===== src/rtl/arb_pkg.sv =====
// Shared types and constants for the I/D cache-miss arbiter.
package arb_pkg;

  localparam int unsigned ADDR_W = 32;
  localparam int unsigned LINE_W = 256;

  localparam int unsigned ARB_FIXED = 0;
  localparam int unsigned ARB_RR    = 1;

  typedef enum logic [1:0] {
    IDLE,
    SERVE_I,
    SERVE_D,
    RELEASE
  } arb_state_t;

  typedef enum logic {
    OWN_I,
    OWN_D
  } owner_t;

  typedef enum logic [1:0] {
    OP_NONE,
    OP_READ,
    OP_WRITE
  } op_t;

  function automatic owner_t other_owner(input owner_t o);
    return (o == OWN_I) ? OWN_D : OWN_I;
  endfunction

endpackage


===== src/rtl/arb_select.sv =====
// Combinational tie-break between the two miss ports.
module arb_select
  import arb_pkg::*;
#(
  parameter int unsigned ARB_MODE = ARB_RR
) (
  input  logic   i_req,
  input  logic   d_req,
  input  owner_t last_owner,
  output logic   grant_valid,
  output owner_t grant_owner
);

  always_comb begin
    grant_valid = i_req | d_req;
    grant_owner = OWN_I;
    if (i_req && d_req) begin
      // Round-robin hands a tie to whoever was not granted last.
      if (ARB_MODE == ARB_FIXED) grant_owner = OWN_D;
      else                       grant_owner = other_owner(last_owner);
    end else if (d_req) begin
      grant_owner = OWN_D;
    end
  end

endmodule


===== src/rtl/cache_arbiter.sv =====
// Shares the cacheline adaptor between I-cache and D-cache miss ports.
// One owner at a time; request fields are latched on grant and held until resp.
module cache_arbiter
  import arb_pkg::*;
#(
  parameter int unsigned ARB_MODE    = ARB_RR,
  parameter int unsigned TIMEOUT_CYC = 1024
) (
  input  logic              clk,
  input  logic              rst,
  input  logic              i_read_i,
  input  logic [ADDR_W-1:0] i_address_i,
  output logic [LINE_W-1:0] i_line_o,
  output logic              i_resp_o,
  input  logic              d_read_i,
  input  logic              d_write_i,
  input  logic [ADDR_W-1:0] d_address_i,
  input  logic [LINE_W-1:0] d_line_i,
  output logic [LINE_W-1:0] d_line_o,
  output logic              d_resp_o,
  output logic [ADDR_W-1:0] mem_address_o,
  output logic [LINE_W-1:0] mem_line_o,
  output logic              mem_read_o,
  output logic              mem_write_o,
  input  logic [LINE_W-1:0] mem_line_i,
  input  logic              mem_resp_i,
  output logic              err_o
);

  localparam bit          WD_EN = (TIMEOUT_CYC != 0);
  localparam int unsigned WD_W  = (TIMEOUT_CYC > 1) ? $clog2(TIMEOUT_CYC + 1) : 1;
  localparam logic [WD_W-1:0] WD_MAX = WD_W'(TIMEOUT_CYC);

  arb_state_t        state, state_nxt;
  owner_t            last_owner;
  owner_t            grant_owner;
  op_t               op_q;
  logic              grant_valid;
  logic              grant;
  logic              serving;
  logic [ADDR_W-1:0] addr_q;
  logic [LINE_W-1:0] line_q;
  logic [WD_W-1:0]   wd_cnt, wd_nxt;
  logic              err_q;

  arb_select #(.ARB_MODE(ARB_MODE)) u_select (
    .i_req       (i_read_i),
    .d_req       (d_read_i | d_write_i),
    .last_owner  (last_owner),
    .grant_valid (grant_valid),
    .grant_owner (grant_owner)
  );

  assign serving = (state == SERVE_I) || (state == SERVE_D);
  assign grant   = (state == IDLE) && grant_valid;

  always_comb begin
    state_nxt = state;
    case (state)
      IDLE:             if (grant_valid) state_nxt = (grant_owner == OWN_D) ? SERVE_D : SERVE_I;
      SERVE_I, SERVE_D: if (mem_resp_i) state_nxt = RELEASE;
      RELEASE:          state_nxt = IDLE;
      default:          state_nxt = IDLE;
    endcase
  end

  // Watchdog restarts on every grant and saturates at the timeout value.
  always_comb begin
    wd_nxt = wd_cnt;
    if (grant)                                    wd_nxt = '0;
    else if (serving && WD_EN && wd_cnt != WD_MAX) wd_nxt = wd_cnt + WD_W'(1);
  end

  always_ff @(posedge clk) begin
    if (rst) begin
      state      <= IDLE;
      last_owner <= OWN_I;
      op_q       <= OP_NONE;
      addr_q     <= '0;
      line_q     <= '0;
      wd_cnt     <= '0;
      err_q      <= 1'b0;
    end else begin
      state  <= state_nxt;
      wd_cnt <= wd_nxt;
      if (serving && WD_EN && wd_nxt == WD_MAX) err_q <= 1'b1;
      if (grant) begin
        last_owner <= grant_owner;
        if (grant_owner == OWN_D) begin
          addr_q <= d_address_i;
          line_q <= d_line_i;
          op_q   <= d_write_i ? OP_WRITE : OP_READ;
        end else begin
          addr_q <= i_address_i;
          line_q <= '0;
          op_q   <= OP_READ;
        end
      end
    end
  end

  assign mem_read_o    = serving && (op_q == OP_READ);
  assign mem_write_o   = serving && (op_q == OP_WRITE);
  assign mem_address_o = addr_q;
  assign mem_line_o    = line_q;
  assign i_line_o      = mem_line_i;
  assign d_line_o      = mem_line_i;
  assign i_resp_o      = (state == SERVE_I) && mem_resp_i;
  assign d_resp_o      = (state == SERVE_D) && mem_resp_i;
  assign err_o         = err_q;

endmodule


===== config.mk =====
export PLATFORM = sky130hd
export DESIGN_NAME = cache_arbiter
export DESIGN_NICKNAME = d
export VERILOG_FILES = /design/src/rtl/arb_pkg.sv /design/src/rtl/arb_select.sv /design/src/rtl/cache_arbiter.sv
export SDC_FILE = /design/constraint.sdc
export NUM_CORES = 1
export LEC_CHECK = 0
export BUFFER_PORTS_ARGS = -buffer_cell sky130_fd_sc_hd__buf_2
export CAP_MARGIN = 5
export CORE_AREA = 2 2 534 536
export DETAILED_ROUTE_END_ITERATION = 16
export DIE_AREA = 0 0 536 538
export GPL_TIMING_DRIVEN = 0
export PLACE_DENSITY = 0.31
export SYNTH_ARGS = -nofsm -noshare
export SYNTH_HDL_FRONTEND = slang
export SYNTH_SLANG_ARGS = --single-unit

===== constraint.sdc =====
create_clock -name clk -period 2.2 [get_ports clk]
set_clock_uncertainty 0.1 [all_clocks]
set_input_delay 0.22 -clock clk [delete_from_list [all_inputs] [get_ports clk]]
set_output_delay 0.22 -clock clk [all_outputs]
set_load 0.01 [all_outputs]

==> flow_metrics.env <==
export IMPL_result_of_the_run="complete, but fails checks"
export IMPL_failing_checks="negative hold slack, negative setup slack"
export IMPL_growth_of_design_area_from_synthesis_to_finish_pct=113
export IMPL_tritoncts_num_buffers=46
export IMPL_cpMaxStageDelayCell="sky130_fd_sc_hd__dfxtp_2"
export IMPL_fillCellCount=32800
export IMPL_post_synth_main_area_contributors="sky130_fd_sc_hd__dfxtp_1, sky130_fd_sc_hd__buf_4, sky130_fd_sc_hd__a22o_1"
export IMPL_finalHoldViolCount=2
export IMPL_grt_first_pass_wirelength_mm=185
export IMPL_post_synth_instance_area_mm2=0.0140
export IMPL_powerDensity_mw_per_mm2=927
export IMPL_critical_path_max_stage_delay_ns=0.34
export IMPL_power_combinational_fraction=0.407
export IMPL_timing_setup_tns_ns=-0.0242
export IMPL_fmax_ghz=0.451
export IMPL_power_frac_clock=0.305
export IMPL_firstDrtPassIters=4
export IMPL_highest_signal_layer="met5"
export IMPL_globalRoute_totalOverflow=0
export IMPL_start_kind="flip-flop"
export IMPL_multi_input_comb_area_mm2=0.00365
export IMPL_netlist_instances=1381
export IMPL_port_buffers=1130
export IMPL_power_net_switching_mw=11.0
export IMPL_post_route_cells_drive_above_1_share=0.625
export IMPL_worst_hold_slack_ns=-0.00935
export IMPL_vdd_drop_max_mv=0.580
export IMPL_routed_wl_mm=154
export IMPL_setup_viol=2
export IMPL_clock_latency_ns=0.68
export IMPL_tightest_slew_ns=1.11
export IMPL_layout_cells_non_filler=6713
export IMPL_yosys_register_bits=305
export IMPL_design_final_nets=3488
export IMPL_grt_pass1_vias=16000
export IMPL_antenna_violating_nets_post_route=0
export IMPL_crit_required_ns=1.88
export IMPL_clock_tree_root_cell="sky130_fd_sc_hd__clkbuf_16"
export IMPL_gp_routability_congestion=0.965
export IMPL_drt_initial_drc_count=552
export IMPL_timing_max_slew_rel_slack=0.258
export IMPL_track_usage=0.101
export IMPL_arrival_ns=1.90
export IMPL_core_area_mm2=0.283
export IMPL_post_synth_cell_area_avg_um2=10.1
export IMPL_grt_antenna_before_repair=65
export IMPL_initial_utilization=0.0493
export IMPL_synth_nets=1969
export IMPL_core_rowCount=196
export IMPL_hp_class="in -> reg"
export IMPL_fin_crit_sh=1.01
export IMPL_post_synth_num_cell_types=45
export IMPL_yosys_area_top_type="sky130_fd_sc_hd__dfxtp_1"
export IMPL_unrepaired_setup_endpoints_after_global_routing="true"
export IMPL_setup_slack_ns=-0.0188
export IMPL_io_pin_count=1387
export IMPL_h_tree_depth=2
export IMPL_layout_common_cells="sky130_fd_sc_hd__buf_2, sky130_fd_sc_hd__buf_4, sky130_fd_sc_hd__dlygate4sd3_1"
export IMPL_die_width_um=536
export IMPL_vias_per_cell=2.39
export IMPL_crit_chain="inv_2 -> ha_4 -> clkinvlp_4 -> nor3b_4 -> buf_6"
export IMPL_dieHeight_um=538
export IMPL_m1WireLength_mm=57.2
export IMPL_critPathLaunch="state[1]$_SDFFE_PP0P_"
export IMPL_total_of_max_cap_violations=0
export IMPL_grt_start_max_net_pins=14
export IMPL_worstReg2RegStart="state[1]$_SDFFE_PP0P_"
export IMPL_wl_met2_mm=70.6
export IMPL_drc=0
export IMPL_synth_enable_flop_cells=0
export IMPL_seq_power_share=0.288
export IMPL_timing_critical_path_fanout_max=3
export IMPL_async_reset_ff_frac=0
export IMPL_post_dp_hpwl_mm=138
export IMPL_regArea_mm2=0.00611
export IMPL_ys_dominant_reg_cell="sky130_fd_sc_hd__dfxtp_1"
export IMPL_netlist_area_leader_share=0.437
export IMPL_worstHoldStart="d_read_i"
export IMPL_synth_yosys_seq_area_share=0.437
export IMPL_utilization=0.105
export IMPL_clock_sink_count=305
export IMPL_post_route_min_period_ns=2.22
export IMPL_swShare=0.401
export IMPL_die_area_mm2=0.288
export IMPL_final_max_slew_viol_count=0
export IMPL_place_inst=6273
export IMPL_power_leakage_nw=13.9
export IMPL_wirelength_per_cell_um=22.9
export IMPL_end_kind="primary output"
export IMPL_internal_power_mw=16.5
export IMPL_synth_warnings=0
export IMPL_tritoncts_clock_tree="yes"
export IMPL_cts_reportedPaths_clkPinSlew_ns=0.06
export IMPL_setup_worst_path_class="reg -> out"
export IMPL_layout_commonest_cell="sky130_fd_sc_hd__buf_2"
export IMPL_max_clock_path_buffers=3
export IMPL_via_count=16100
export IMPL_routed_wl_met3_mm=21.2
[registers in the layout (all words and copies together), names as in the netlist]
signal         flops
mem_line_o       256
op_q               2
mem_address_o     32
err_o              1
state              2
last_owner         1
wd_cnt            11
[through the flow]
stage | setup slack, ns | hold slack, ns | instance area [um2] | power (mW)
final | -0.0188 | -0.00935 | 29700 | 27.5
after global routing | -0.213 | 0.00151 | 29700 | 29.5
after CTS | -0.296 | 0.0435 | 29600 | 28.4
after detailed placement | -1.08 | 0.332 | 24300 | 18.5
after global placement | -1.10 | 0.334 | 24300 | 18.5
after floorplan | 0.256 | 0.235 | 14000 | 12.2
[cells by family (layout without fill, tap and decap cells)]
family,after synthesis,in the layout,synth area share
buffers and inverters,597,2152,0.307
AO/OA/AOI/OAI,313,313,0.195
flip-flops,305,305,0.437
AND/OR/NAND/NOR,147,147,0.0481
XOR/XNOR,11,11,0.00689
adder cells (fa/ha/maj),6,6,0.00537
multiplexers,2,2,0.00143
other,0,15,0
[worst max-delay path, delay by kind of cell (launching register included)]
family	cells	cell delay (ns)
flops	1	0.34
simple gates	1	0.24
buf+inv	3	0.34
fa+ha+maj	1	0.29
[power by group through the flow]
stage / registers [mW] / logic, mW / clock network, mW
floorplan: 8.60 / 3.58 / 0
global placement: 8.00 / 10.5 / 0
detailed placement: 8.06 / 10.4 / 0
CTS: 7.95 / 11.6 / 8.85
global route: 8.12 / 12.3 / 9.01
finish: 7.93 / 11.2 / 8.40
[layout make-up]
type | instances | share of cell area
inverter | 6 | 0.000885
multi-input combinational | 479 | 0.123
clock inverter | 22 | 0.0126
buffer | 590 | 0.149
timing repair buffer | 1472 | 0.306
sequential | 305 | 0.206
tap | 3762 | 0.159
clock buffer | 62 | 0.0435
antenna | 15 | 0.00126
[final timing paths]
| kind | endpoint | cells past startpoint | slack, ns |
|---|---|---|---|
| max | mem_write_o | 5 | -0.02 |
| max reg2reg | err_o$_SDFFE_PP0P_ | 9 | 0.04 |
| min | mem_address_o[0]$_SDFFE_PP0N_ | 4 | -0.009 |
| min reg2reg | mem_line_o[92]$_SDFFE_PP0N_ | 1 | 0.37 |
[synthesized netlist by cell type (all sizes together) (3+ instances only)]
cell and instances:
a22o 257, a311oi 35, and2 3, buf 581, clkbuf 10, dfxtp 305
ha 6, inv 6, nand2 72, nand2b 3, nand3 5, nand4 3
nor2 52, nor3 4, xnor2 5, xor2 6
[repair_timing]
item,4_1_cts,5_1_grt
buffers inserted,14,6
pin swaps,6,8
hold buffers,322,0
endpoints found under the hold margin,292,0
resized for setup,67,28
gates cloned,0,0
setup endpoints to repair,298,135
[per-layer routing]
layer / up-vias / GRT usage
met5: - / 0
li1: 7395 / -
met2: 1073 / 0.167
met3: 206 / 0.0588
met1: 7365 / 0.107
met4: 20 / 0.0316
No activity file was read; power rests on OpenSTA's default activity.
